**config.mk**
```make
export PLATFORM = sky130hd
export DESIGN_NAME = recv_control
export DESIGN_NICKNAME = d
export VERILOG_FILES = /design/src/rtl/recv_control.sv
export SDC_FILE = /design/constraint.sdc
export NUM_CORES = 1
export LEC_CHECK = 0
export ABC_AREA = 1
export BUFFER_PORTS_ARGS = -buffer_cell sky130_fd_sc_hd__buf_4
export CORE_MARGIN = 4
export CORE_UTILIZATION = 52
export CTS_BUF_LIST = sky130_fd_sc_hd__clkbuf_8 sky130_fd_sc_hd__clkbuf_16
export DETAILED_ROUTE_END_ITERATION = 8
export GPL_TIMING_DRIVEN = 0
export PLACE_DENSITY = 0.72
export SLEW_MARGIN = 10
export SYNTH_ARGS = -nofsm -noshare
export SYNTH_HDL_FRONTEND = slang
export SYNTH_SLANG_ARGS = --single-unit
```
**constraint.sdc**
```tcl
create_clock -name clk125MHz -period 5.3 [get_ports clk125MHz]
set_input_delay 0.53 -clock clk125MHz [delete_from_list [all_inputs] [get_ports clk125MHz]]
set_output_delay 0.53 -clock clk125MHz [all_outputs]
set_load 0.005 [all_outputs]
```
**src/rtl/recv_control.sv**
```systemverilog
// Receive-side segment acceptance: keeps the first good copy of each segment per aux round,
// drops redundant/stale/bad frames and reports round completion and loss statistics.
module recv_control #(
    parameter int unsigned MAX_SEGS = 64,
    parameter int unsigned CNT_W    = 16
) (
    input  logic             clk125MHz,
    input  logic             RST_N,
    input  logic [7:0]       redundancy,
    input  logic [15:0]      segment_num_max,
    input  logic             frame_valid,
    input  logic             crc_ok,
    input  logic [7:0]       rx_txid,
    input  logic [15:0]      rx_segment_num,
    input  logic [7:0]       rx_aux,
    output logic             busy,
    output logic             wr_en,
    output logic [15:0]      wr_segment,
    output logic [7:0]       wr_aux,
    output logic             round_done,
    output logic [7:0]       round_aux,
    output logic [15:0]      round_missing,
    output logic [CNT_W-1:0] dup_count,
    output logic [CNT_W-1:0] err_count
);
    localparam int unsigned IDX_W = (MAX_SEGS > 1) ? $clog2(MAX_SEGS) : 1;

    typedef enum logic [1:0] {IDLE, CHECK, NEWROUND, ACCEPT} state_t;

    state_t                state, state_d;
    logic [7:0]            hdr_txid, hdr_txid_d;
    logic [15:0]           hdr_seg, hdr_seg_d;
    logic [7:0]            hdr_aux, hdr_aux_d;
    logic                  hdr_crc, hdr_crc_d;
    logic [MAX_SEGS-1:0]   bitmap, bitmap_d;
    logic [15:0]           rcvd, rcvd_d;
    logic [7:0]            cur_aux, cur_aux_d;
    logic                  have_round, have_round_d;
    logic                  closed, closed_d;
    logic                  busy_d, wr_en_d, round_done_d;
    logic [15:0]           wr_segment_d, round_missing_d;
    logic [7:0]            wr_aux_d, round_aux_d;
    logic [CNT_W-1:0]      dup_count_d, err_count_d;
    logic [1:0]            err_inc, dup_inc;
    logic [IDX_W-1:0]      seg_idx;
    logic                  hdr_bad;

    // Saturating counter add; increment is at most 2 (CHECK error plus overrun in one cycle)
    function automatic logic [CNT_W-1:0] sat_add(input logic [CNT_W-1:0] v, input logic [1:0] inc);
        logic [CNT_W:0] sum;
        sum = {1'b0, v} + {{(CNT_W-1){1'b0}}, inc};
        return sum[CNT_W] ? {CNT_W{1'b1}} : sum[CNT_W-1:0];
    endfunction

    always_ff @(posedge clk125MHz or negedge RST_N) begin
        if (!RST_N) state <= IDLE;
        else        state <= state_d;
    end

    // Next-state, datapath and output decode
    always_comb begin
        state_d         = state;
        hdr_txid_d      = hdr_txid;
        hdr_seg_d       = hdr_seg;
        hdr_aux_d       = hdr_aux;
        hdr_crc_d       = hdr_crc;
        bitmap_d        = bitmap;
        rcvd_d          = rcvd;
        cur_aux_d       = cur_aux;
        have_round_d    = have_round;
        closed_d        = closed;
        busy_d          = busy;
        wr_en_d         = 1'b0;
        wr_segment_d    = wr_segment;
        wr_aux_d        = wr_aux;
        round_done_d    = 1'b0;
        round_aux_d     = round_aux;
        round_missing_d = round_missing;
        err_inc         = 2'd0;
        dup_inc         = 2'd0;
        seg_idx         = hdr_seg[IDX_W-1:0];
        hdr_bad         = !hdr_crc || (hdr_seg >= segment_num_max) ||
                          (32'(hdr_seg) >= MAX_SEGS) || (hdr_txid == 8'd0) ||
                          (hdr_txid > redundancy);

        if (frame_valid && busy) err_inc = err_inc + 2'd1;

        case (state)
            IDLE: begin
                if (frame_valid) begin
                    hdr_txid_d = rx_txid;
                    hdr_seg_d  = rx_segment_num;
                    hdr_aux_d  = rx_aux;
                    hdr_crc_d  = crc_ok;
                    busy_d     = 1'b1;
                    state_d    = CHECK;
                end
            end
            CHECK: begin
                if (hdr_bad) begin
                    err_inc = err_inc + 2'd1;
                    busy_d  = 1'b0;
                    state_d = IDLE;
                end else if (!have_round) begin
                    cur_aux_d    = hdr_aux;
                    have_round_d = 1'b1;
                    bitmap_d     = '0;
                    rcvd_d       = 16'd0;
                    closed_d     = 1'b0;
                    state_d      = ACCEPT;
                end else if (hdr_aux == cur_aux - 8'd1) begin
                    dup_inc = 2'd1;
                    busy_d  = 1'b0;
                    state_d = IDLE;
                end else if (hdr_aux != cur_aux) begin
                    state_d = NEWROUND;
                end else begin
                    state_d = ACCEPT;
                end
            end
            NEWROUND: begin
                // A round already closed by completion was reported at its last write
                if (!closed) begin
                    round_done_d    = 1'b1;
                    round_aux_d     = cur_aux;
                    round_missing_d = segment_num_max - rcvd;
                end
                bitmap_d  = '0;
                rcvd_d    = 16'd0;
                closed_d  = 1'b0;
                cur_aux_d = hdr_aux;
                state_d   = ACCEPT;
            end
            ACCEPT: begin
                if (bitmap[seg_idx] || closed) begin
                    dup_inc = 2'd1;
                end else begin
                    wr_en_d           = 1'b1;
                    wr_segment_d      = hdr_seg;
                    wr_aux_d          = cur_aux;
                    bitmap_d[seg_idx] = 1'b1;
                    rcvd_d            = rcvd + 16'd1;
                    if (rcvd + 16'd1 == segment_num_max) begin
                        round_done_d    = 1'b1;
                        round_aux_d     = cur_aux;
                        round_missing_d = 16'd0;
                        closed_d        = 1'b1;
                    end
                end
                busy_d  = 1'b0;
                state_d = IDLE;
            end
            default: state_d = IDLE;
        endcase

        dup_count_d = sat_add(dup_count, dup_inc);
        err_count_d = sat_add(err_count, err_inc);
    end

    always_ff @(posedge clk125MHz or negedge RST_N) begin
        if (!RST_N) begin
            hdr_txid      <= 8'd0;
            hdr_seg       <= 16'd0;
            hdr_aux       <= 8'd0;
            hdr_crc       <= 1'b0;
            bitmap        <= '0;
            rcvd          <= 16'd0;
            cur_aux       <= 8'd0;
            have_round    <= 1'b0;
            closed        <= 1'b0;
            busy          <= 1'b0;
            wr_en         <= 1'b0;
            wr_segment    <= 16'd0;
            wr_aux        <= 8'd0;
            round_done    <= 1'b0;
            round_aux     <= 8'd0;
            round_missing <= 16'd0;
            dup_count     <= '0;
            err_count     <= '0;
        end else begin
            hdr_txid      <= hdr_txid_d;
            hdr_seg       <= hdr_seg_d;
            hdr_aux       <= hdr_aux_d;
            hdr_crc       <= hdr_crc_d;
            bitmap        <= bitmap_d;
            rcvd          <= rcvd_d;
            cur_aux       <= cur_aux_d;
            have_round    <= have_round_d;
            closed        <= closed_d;
            busy          <= busy_d;
            wr_en         <= wr_en_d;
            wr_segment    <= wr_segment_d;
            wr_aux        <= wr_aux_d;
            round_done    <= round_done_d;
            round_aux     <= round_aux_d;
            round_missing <= round_missing_d;
            dup_count     <= dup_count_d;
            err_count     <= err_count_d;
        end
    end

endmodule

```
* After elaboration in Yosys (flattened, before gate mapping) *
Index checks and enable logic that the tools add are counted.
Widths: inputs -> output; s select.

cells by class
  add/subtract/negate cells = 6
  magnitude comparators = 5
  equality and inequality tests = 14
  muxes and demuxes = 55
  bitwise gates (word level) = 3
  reductions and logical operators = 22

operator list
  kind                   number
  $mux 64                3
  $pmux 64 s3            1
  $mux 16                8
  $or 64x64->64          1
  $pmux 16 s3            1
  $mux 8                 5
  $add 16x2->17          2
  $pmux 16 s2            1
  $pmux 8 s2             2
  $mux 1                 21
  $add 16x1->16 const B  1
  $eq 16x16->1           1
  $ge 16x16->1           1
  $ge 16x7->1 const B    1
  $sub 16x16->16         1
  $mux 2                 6
  $ne 2x2->1 const B     6
  $reduce_and 4->1       3
  $eq 8x8->1             1
  $gt 8x8->1             1
  $logic_not 8->1        1
  $ne 8x8->1             1
  $pmux 2 s4             1
  $sub 8x1->8 const B    1
  other kinds (20)       34

word-level totals
  bits in registers = 208
  bits of input ports = 60
  logic and storage cells = 124

* Longest topological paths before layout *
Gate-level depths: netlist of run 1.

  depth in word-level cells = 9
  depth in mapped cells = 29

* Least setup slack after synthesis of run 1 *
Ideal clock, no wire load.

  path kind = input to register
  from = input port redundancy[7]
  to = register err_count[13]
  data arrival time = 3.654 ns
  required time = 5.213 ns
  setup slack = 1.559 ns
  stages on the path = 24
  path buffers = 0
  cell sequence = inv_1 ha_1 nand2_1 nor2_1 nand3_1 nor2_1 a21oi_1 nor3_1 nand2_1 ha_1 nand2_1 o21ai_0 ha_1 inv_1 fa_1 inv_1 nand3_1 nor3b_1 nand3_1 nor2_1 nand4_1 nor2_1 nand2_1 o211ai_1

between the ends
  word-level cells in the longest chain between the ends = 6

ends and longest elaborated chain
  item                    RTL line  RTL
  start: declaration      9         input logic [7:0] redundancy,
  $gt 8x8->1              84        (hdr_txid > redundancy);
  $logic_or 1x1->1        83        (32'(hdr_seg) >= MAX_SEGS) || (hdr_txid == 8'd0) ||
  $mux 2                  100       if (hdr_bad) begin
  $mux 2                  88        case (state)
  $add 16x2->17           51        sum = {1'b0, v} + {{(CNT_W-1){1'b0}}, inc};
  $mux 16                 52        return sum[CNT_W] ? {CNT_W{1'b1}} : sum[CNT_W-1:0];
  via err_count_d[13]     43        logic [CNT_W-1:0] dup_count_d, err_count_d;
  end signal: assignment  198       err_count <= err_count_d;
  end: declaration        24        output logic [CNT_W-1:0] err_count

The timed path passes the listed nets, and every way through them passes these cells.
A chain may end at the register's enable or synchronous reset.

* Final worst setup path of run 1 *
  from = register hdr_seg[0]
  to = register err_count[13]

between the ends
  word-level cells in the longest chain between the ends = 9
  elaborated cells between the ends (all ways) = 10
  classes of those cells = add/sub: 1; order compare: 2; mux: 3; reduce/logical: 4

ends and longest elaborated chain
  item                             RTL line  RTL
  start: declaration               32        logic [15:0] hdr_seg, hdr_seg_d;
  start signal: assignment         182       hdr_seg <= hdr_seg_d;
  $ge 16x16->1                     82        hdr_bad = !hdr_crc || (hdr_seg >= segment_num_max) ||
  $logic_or 1x1->1                 82
  $logic_or 1x1->1 *               82
  $logic_or 1x1->1 * (2 in a row)  83
  $mux 2 *                         100
  $mux 2 *                         88
  $add 16x2->17 *                  51
  $mux 16 *                        52
  via err_count_d[13]              43

The timed path passes the listed nets; every way through them passes the cells marked *.

==> flow_metrics.py, run 1 <==
metrics = {
    "status": {
        "outcome": "completed",
    },
    "setup_path": {
        "cp_slowest_stage_delay_ns": 0.43,
        "slowest_stage": "dfrtp_1",
        "crit_family": "simple AND/OR/NAND/NOR gates",
        "start_kind": "flip-flop",
        "cp.required_ns": 5.73,
        "arrival_ns": 5.01,
        "cp_common_cell": "nand2_1",
        "path_buf_inv": 4,
        "crit_path_end_kind": "flip-flop",
        "critical_path_class": "flip-flop to flip-flop",
        "cp_max_fo": 10,
    },
    "sta": {
        "rsz0062_at_grt": "false",
        "post-route-period-util": 0.865,
        "setup_tns_ns": 0,
        "finalCriticalPeriod_ns": 4.58,
        "finalMaxSlewViolations": 0,
        "skew_ns": 0.0142,
        "fmaxAchievable_mhz": 218,
        "hold_ws_ns": 0.0348,
        "slew-limit-headroom": 0.511,
        "setup_violations": 0,
        "finalHoldViolCount": 0,
        "worstMarginPinSlew_ns": 0.734,
    },
    "cells_and_area": {
        "layout_commonest_cell": "nand2_1",
        "drive_above_1_share": 0.135,
        "layout_common_cells": "517 x nand2_1, 208 x dfrtp_1, 152 x nor2_1, 150 x buf_4, 148 x o21ai_0",
        "finalNetCount": 1889,
        "syn_to_final_growth_pct": 19.5,
        "n_antenna_cell": 0,
        "fillerInstances": 1995,
        "final_util": 0.632,
    },
    "synth": {
        "synth_flop_cell": "dfrtp_1",
        "synth_edf_count": 0,
        "netlist_instances": 1607,
        "yosys.area_share.simple": 0.282,
        "synth_xor_xnor_area_share": 0.0271,
        "async_reset_ff_frac": 1.00,
        "synthMuxAreaShare": 0.0198,
        "synthAdderAreaFrac": 0.0567,
        "ys_seq_area_frac": 0.435,
        "yosysWarnings": 0,
        "synth_top_family_by_area": "simple AND/OR/NAND/NOR gates",
        "synth_cell_type_count": 34,
        "synth-compound-area-share": 0.113,
        "avgSynthCellArea_um2": 7.45,
        "syn_nets": 1720,
        "syn_area_um2": 12000,
        "synth_seq_cells": 208,
    },
    "die": {
        "initial_core_util": 0.529,
        "chipHeight_um": 160,
        "placementRows": 55,
        "pin_count": 143,
        "dieArea_um2": 25500,
        "die_x_um": 160,
        "coreArea_um2": 22600,
    },
    "clock_network": {
        "cts_resized": 0,
        "cts_hold_buf": 0,
        "clkLatencyLatePin_ns": 0.52,
        "cts_tree": "built",
        "root_buffer": "clkbuf_16",
        "cts_max_level": 1,
        "path_clk_slew_ns": 0.07,
        "cts_made_buffers": 24,
        "cts_max_path_buffers": 3,
        "cts_sinks": 208,
        "post-cts-setup-buffers": 0,
    },
    "pwr": {
        "finalPower_mw": 5.11,
        "powerDensity_nw_per_um2": 357,
        "ir_drop_mv": 0.250,
        "p_leak_nw": 7.09,
    },
    "grt": {
        "grt_max_degree": 112,
        "grt.overflow.total": 0,
        "first_global_vias": 10572,
        "track_usage": 0.258,
        "antenna_found_initial": 0,
        "grt_pass1_wl_um": 54400,
    },
    "run": {
        "max_cap_violations": 0,
    },
    "drt": {
        "drtIter0Drc": 979,
        "antenna_left": 0,
        "vias": 11266,
        "wl_um": 34000,
        "wire_per_inst_um": 16.3,
        "drc": 0,
        "firstDrtPassIters": 6,
        "via_per_inst": 5.42,
    },
    "placement": {
        "gp_congestion": 0.921,
        "place_hpwl_um": 24400,
        "io_buffers": 142,
    },
    "worst_hold_path": {
        "hold_path.class": "input port to async pin",
    },
}
-- synthesized netlist by cell type, types with 3 or more instances --
cell / count / share of area
a21o_1: 4 / 0.0025
a21oi_1: 51 / 0.021
buf_2: 12 / 0.0050
buf_4: 9 / 0.0056
clkbuf_1: 33 / 0.010
dfrtp_1: 208 / 0.43
ha_1: 51 / 0.053
inv_1: 136 / 0.043
mux2_2: 21 / 0.020
nand2_1: 517 / 0.16
nand3_1: 91 / 0.038
nand4_1: 25 / 0.013
nor2_1: 152 / 0.048
nor3_1: 22 / 0.0092
nor4_1: 5 / 0.0026
o21a_1: 3 / 0.0019
o21ai_0: 148 / 0.062
o21ai_1: 54 / 0.023
o21bai_1: 4 / 0.0025
or2_2: 8 / 0.0042
xnor2_1: 12 / 0.0088
xor2_1: 25 / 0.018
-- stage by stage --
step | std cells | instance area, µm² | worst slack, ns
final | 2079 | 14300 | 0.716
after global routing | 2079 | 14300 | 0.161
after CTS | 2079 | 14300 | 0.702
after detailed placement | 2035 | 13400 | 0.727
after global placement | 2034 | 13400 | 0.798
after floorplan | 1607 | 12000 | 1.56
-- final timing paths --
path | from | endpoint | slack (ns) | cells after the start
max in group asynchronous | RST_N | bitmap[10] | 4.28 | 2
hold reg to reg | round_missing[11] | round_missing[11] | 0.47 | 2
setup reg to reg | hdr_seg[0] | err_count[13] | 0.72 | 28
min in group clk125MHz | rx_aux[3] | hdr_aux[3] | 0.25 | 2
setup / recovery | hdr_seg[0] | err_count[13] | 0.72 | 28
hold / removal | RST_N | rcvd[7] | 0.03 | 1
-- metal layers --
layer | vias to the layer above | global-route usage | wire, µm
met4 | 0 | 0.0966 | 1460
met3 | 91 | 0.0346 | 1850
met1 | 5273 | 0.342 | 14700
met5 | - | 0 | 0
met2 | 346 | 0.433 | 16000
li1 | 5556 | - | -
-- registers in the layout, summed over array words and instances (netlist names), 16 cells and up, named ones only --
signal / count
bitmap: 64
dup_count: 16
err_count: 16
hdr_seg: 16
rcvd: 16
round_missing: 16
wr_segment: 16
-- logic make-up after synthesis --
| logic type | Yosys count |
|---|---|
| flip-flops | 208 |
| AO/OA/AOI/OAI | 265 |
| adder cells (fa/ha/maj) | 53 |
| multiplexers | 21 |
| AND/OR/NAND/NOR | 828 |
| buffers and inverters | 195 |
| XOR/XNOR | 37 |
-- where the power goes --
group / switching (mW) / internal [mW] / total, mW
logic: 0.873 / 0.464 / 1.34
clock network: 0.688 / 1.13 / 1.82
registers: 0.203 / 1.75 / 1.95
-- worst reg2reg max path: cells and delay by family, from the launching register on --
kind	cells	cell delay [ns]
adder cells (fa/ha/maj)	4	1.21
buffers and inverters	4	0.61
flip-flops	1	0.43
AND/OR/NAND/NOR	18	1.99
AO/OA/AOI/OAI	2	0.27
-- cell type report --
type,instances,area [µm²],area share
Inverter,138,518,0.0362
Clock inverter,17,220,0.0154
Tap cell,285,357,0.0249
Timing Repair Buffer,143,1100,0.0770
Sequential cell,208,5200,0.364
Multi-Input combinational cell,1204,5970,0.417
Buffer,57,278,0.0194
Clock buffer,27,653,0.0457
Note: power is estimated with default switching activity, not from simulation.
==> inputs of run 2 (changes only) <==
- CELL_PAD_IN_SITES_DETAIL_PLACEMENT: unset -> 1
- CELL_PAD_IN_SITES_GLOBAL_PLACEMENT: unset -> 2
- CORE_UTILIZATION: 52 -> 34
- PLACE_DENSITY: 0.72 -> unset
- PLACE_DENSITY_LB_ADDON: unset -> 0.1
==> flow_metrics.py, run 2 (synthesis results as in run 1) <==
metrics = {
    "clock_network": {
        "clkLatencyLatePin_ns": 0.54,
        "root_buffer": "clkbuf_16",
        "cts_made_buffers": 26,
        "cts_max_path_buffers": 3,
        "cts_max_level": 1,
        "cts_tree": "built",
        "path_clk_slew_ns": 0.06,
        "cts_sinks": 208,
    },
    "placement": {
        "place_area_um2": 13700,
        "dp_slack_ns": 0.434,
        "gp_congestion": 0.834,
        "place_hpwl_um": 30700,
        "io_buffers": 142,
    },
    "cells_and_area": {
        "layout_common_cells": "517 x nand2_1, 208 x dfrtp_1, 151 x nor2_1, 150 x buf_4, 148 x o21ai_0",
        "largest_reg_flops": 64,
        "final_area_um2": 14600,
        "layout_commonest_cell": "nand2_1",
        "regMostFlops": "bitmap",
        "finalNetCount": 1893,
        "n_antenna_cell": 0,
        "syn_to_final_growth_pct": 22.0,
        "drive_above_1_share": 0.136,
    },
    "die": {
        "pin_count": 143,
        "coreArea_um2": 34600,
        "initial_core_util": 0.346,
        "die_x_um": 196,
        "placementRows": 68,
        "dieArea_um2": 38300,
        "chipHeight_um": 196,
    },
    "pwr": {
        "powerDensity_nw_per_um2": 359,
        "p_leak_nw": 7.15,
        "ir_drop_mv": 0.238,
    },
    "sta": {
        "slew-limit-headroom": 0.416,
        "fmaxAchievable_mhz": 215,
        "fin_ws_ns": 0.650,
        "finalMaxSlewViolations": 0,
        "post-route-period-util": 0.877,
        "finalHoldViolCount": 0,
        "setup_violations": 0,
        "worstMarginPinSlew_ns": 0.876,
        "finalCriticalPeriod_ns": 4.65,
        "skew_ns": 0.00771,
        "setup_tns_ns": 0,
        "rsz0062_at_grt": "false",
    },
    "setup_path": {
        "cp_common_cell": "nand2_1",
        "r2r-end": "err_count[13]",
        "critical_path_class": "flip-flop to flip-flop",
        "start_kind": "flip-flop",
        "crit_path_end_kind": "flip-flop",
        "path_buf_inv": 4,
        "reg2reg_setup_slack_ns": 0.65,
        "cp_max_fo": 10,
        "reg2regPathDepth": 28,
        "cp.required_ns": 5.75,
        "rr_startpoint": "hdr_seg[0]",
        "cp_slowest_stage_delay_ns": 0.41,
        "arrival_ns": 5.10,
        "slowest_stage": "dfrtp_1",
        "crit_family": "simple AND/OR/NAND/NOR gates",
    },
    "drt": {
        "vias": 11242,
        "via_per_inst": 4.99,
        "drtIter0Drc": 505,
        "antenna_left": 0,
        "drc": 0,
        "wl_um": 41700,
        "wire_per_inst_um": 18.5,
        "firstDrtPassIters": 4,
    },
    "grt": {
        "grt_pass1_wl_um": 66700,
        "grt_max_degree": 85,
        "grt.overflow.total": 0,
        "track_usage": 0.215,
        "first_global_vias": 11577,
        "antenna_found_initial": 0,
    },
    "worst_hold_path": {
        "hold_path.class": "input port to flip-flop",
        "hold_depth": 2,
        "min_to": "hdr_aux[6]",
        "hold_start": "rx_aux[6]",
    },
    "run": {
        "max_cap_violations": 0,
    },
    "status": {
        "outcome": "completed",
    },
}
## run 2: changes by cell type in the layout (fill, tap and decap cells not counted), sizes merged
cell and change:
clkinvlp -3, bufinv -2, clkbuf +8, inv +2, clkinv -1, dlygate4sd3 +1
## run 2: through the flow
step | hold WS, ns | total power, mW | std cells | util
final | 0.222 | 5.24 | 2254 | 0.422
after global routing | 0.202 | 5.55 | 2254 | 0.422
after CTS | 0.195 | 5.31 | 2254 | 0.421
after detailed placement | 0.461 | 3.39 | 2206 | 0.395
after global placement | 0.458 | 3.35 | 2204 | 0.393
after floorplan | 0.234 | 2.76 | 1607 | -
## run 2: routing by layer
| layer | vias to the layer above | routed length (µm) | track usage |
|---|---|---|---|
| met1 | 5474 | 19500 | 0.300 |
| met5 | - | 0 | 0 |
| li1 | 5563 | - | - |
| met4 | 0 | 895 | 0.0429 |
| met2 | 154 | 19900 | 0.361 |
| met3 | 51 | 1380 | 0.0276 |
## run 2: final cells by class
| type | instances | area (µm²) |
|---|---|---|
| Clock buffer | 34 | 772 |
| Multi-Input combinational cell | 1204 | 5970 |
| Buffer | 57 | 280 |
| Sequential cell | 208 | 5200 |
| Fill cell | 4295 | 20000 |
| Tap cell | 455 | 569 |
| Timing Repair Buffer | 145 | 1140 |
| Clock inverter | 13 | 144 |
| Inverter | 138 | 518 |
## run 2: how the worst max path moves through the flow
stage | start | end | cells past startpoint | slack, ns
after detailed placement | hdr_seg[0] | err_count[13] | 28 | 0.43
after floorplan | redundancy[7] | err_count[13] | 24 | 1.56
after global placement | hdr_seg[0] | err_count[13] | 28 | 0.48
final | hdr_seg[0] | err_count[13] | 28 | 0.65
after global routing | hdr_seg[0] | err_count[13] | 28 | 0.02
after CTS | hdr_seg[0] | err_count[13] | 28 | 0.41
## run 2: report_power, final
part           internal [mW]  switching (mW)
clock                   1.16           0.725
combinational          0.468           0.927
sequential              1.75           0.204
total                   3.38            1.86
## run 2: repair_timing
| item | 4_1_cts | 5_1_grt |
|---|---|---|
| endpoints found under the setup margin | 0 | 4 |
| hold buffers | 1 | 0 |
| hold endpoints to repair | 51 | 0 |
| buffers inserted | 0 | 0 |
| gates resized for setup | 0 | 2 |
## run 2: worst register-to-register path: cells and delay by family, from the launching register on
family	cells	cell delay, ns
and+or+nand+nor	18	2.12
adders and majority gates	4	1.19
buffers and inverters	4	0.61
DFF	1	0.41
AOI/OAI and AO/OA	2	0.23
==> inputs of run 3 (changes only) <==
- CORE_UTILIZATION: 34 -> 37
- clock period: 5.3 -> 6 ns (I/O delays scaled with it)
==> flow_metrics.py, run 3 (synthesis results as in run 1) <==
metrics = {
    "status": {
        "outcome": "completed",
    },
    "sta": {
        "finalCriticalPeriod_ns": 4.64,
        "fmaxAchievable_mhz": 216,
        "rsz0062_at_grt": "false",
        "post-route-period-util": 0.773,
        "worstMarginPinSlew_ns": 0.859,
        "finalHoldViolCount": 0,
        "skew_ns": 0.0141,
        "finalMaxSlewViolations": 0,
        "slew-limit-headroom": 0.427,
        "setup_tns_ns": 0,
        "setup_violations": 0,
    },
    "drt": {
        "drc": 0,
        "wire_per_inst_um": 18.4,
        "drtIter0Drc": 501,
        "wl_um": 40400,
        "via_per_inst": 5.13,
        "vias": 11285,
        "antenna_left": 0,
        "firstDrtPassIters": 5,
    },
    "setup_path": {
        "cp_common_cell": "nand2_1",
        "cp.required_ns": 6.44,
        "critical_path_class": "flip-flop to flip-flop",
        "start_kind": "flip-flop",
        "cp_slowest_stage_delay_ns": 0.40,
        "crit_path_end_kind": "flip-flop",
        "arrival_ns": 5.07,
        "cp_max_fo": 10,
        "slowest_stage": "dfrtp_1",
    },
    "cells_and_area": {
        "layout_commonest_cell": "nand2_1",
        "regMostFlops": "bitmap",
        "final_util": 0.456,
        "finalNetCount": 1893,
        "drive_above_1_share": 0.134,
        "syn_to_final_growth_pct": 20.7,
        "fillerInstances": 4009,
        "layout_common_cells": "517 x nand2_1, 208 x dfrtp_1, 152 x nor2_1, 150 x buf_4, 148 x o21ai_0",
        "largest_reg_flops": 64,
        "instances_no_fill": 2198,
        "n_antenna_cell": 0,
    },
    "clock_network": {
        "cts_made_buffers": 26,
        "cts_max_level": 1,
        "path_clk_slew_ns": 0.06,
        "cts_tree": "built",
        "cts_resized": 0,
        "clkLatencyLatePin_ns": 0.53,
        "cts_sinks": 208,
        "cts_max_path_buffers": 3,
        "root_buffer": "clkbuf_16",
    },
    "grt": {
        "first_global_vias": 11972,
        "grt.overflow.total": 0,
        "grt_max_degree": 85,
        "track_usage": 0.228,
        "grt_pass1_wl_um": 65700,
        "antenna_found_initial": 0,
    },
    "pwr": {
        "finalPower_mw": 4.49,
        "ir_drop_mv": 0.191,
        "p_leak_nw": 7.12,
        "powerDensity_nw_per_um2": 311,
    },
    "die": {
        "pin_count": 143,
        "coreArea_um2": 31700,
        "placementRows": 65,
        "dieArea_um2": 35300,
        "chipHeight_um": 188,
        "die_x_um": 188,
        "initial_core_util": 0.377,
    },
    "placement": {
        "io_buffers": 142,
        "place_inst": 2153,
        "gp_congestion": 0.831,
        "place_hpwl_um": 30200,
    },
    "run": {
        "max_cap_violations": 0,
    },
    "worst_hold_path": {
        "hold_path.class": "input port to flip-flop",
    },
}
==> run 3: final cells by class <==
cell class / count / area (µm²) / area share
clock inverter: 11 / 82.6 / 0.00571
sequential: 208 / 5200 / 0.360
inverter: 138 / 518 / 0.0358
multi-input combinational: 1204 / 5970 / 0.413
clock buffer: 33 / 758 / 0.0525
tap: 402 / 503 / 0.0348
timing repair buffer: 145 / 1140 / 0.0788
buffer: 57 / 278 / 0.0192
==> run 3: stage by stage <==
stage	hold WS, ns	area, µm²	setup WS [ns]
3_5_place_dp	0.461	13600	1.33
5_1_grt	0.287	14500	0.749
4_1_cts	0.273	14500	1.29
6_report	0.296	14500	1.36
2_1_floorplan	0.304	12000	2.19
3_3_place_gp	0.459	13500	1.34
==> run 3: path summary, 6_finish.rpt <==
kind / start / end / slack [ns] / depth (start not counted)
setup / recovery: hdr_seg[0] / err_count[13] / 1.36 / 28
hold / removal: rx_aux[2] / hdr_aux[2] / 0.30 / 2
setup reg to reg: hdr_seg[0] / err_count[13] / 1.36 / 28
hold reg to reg: round_missing[7] / round_missing[7] / 0.48 / 2
max in group asynchronous: RST_N / bitmap[27] / 4.58 / 3
min in group asynchronous: RST_N / round_missing[6] / 0.59 / 2
==> run 3: critical path: cells and delay by family (launching register included) <==
family / cells / cell delay (ns)
fa+ha+maj: 4 / 1.22
compound gates: 2 / 0.22
flops: 1 / 0.40
buf+inv: 4 / 0.64
simple gates: 18 / 2.07
==> run 3: what timing repair did <==
item,CTS,global route
buffers inserted,0,0
endpoints found under the hold margin,11,0
hold buffers,1,0
==> run 3: report_power, final <==
part | switching, mW | leakage (nW) | internal (mW)
registers | 0.175 | 2.73 | 1.55
clock network | 0.618 | 0.435 | 0.924
logic | 0.814 | 3.95 | 0.411
total | 1.61 | 7.12 | 2.88
==> run 3: per-layer routing <==
metal | global-route usage | up-vias | share of wire
met5 | 0 | - | 0
met4 | 0.0573 | 0 | 0.026
met3 | 0.0274 | 66 | 0.036
met2 | 0.397 | 175 | 0.48
met1 | 0.302 | 5493 | 0.45
li1 | - | 5551 | -
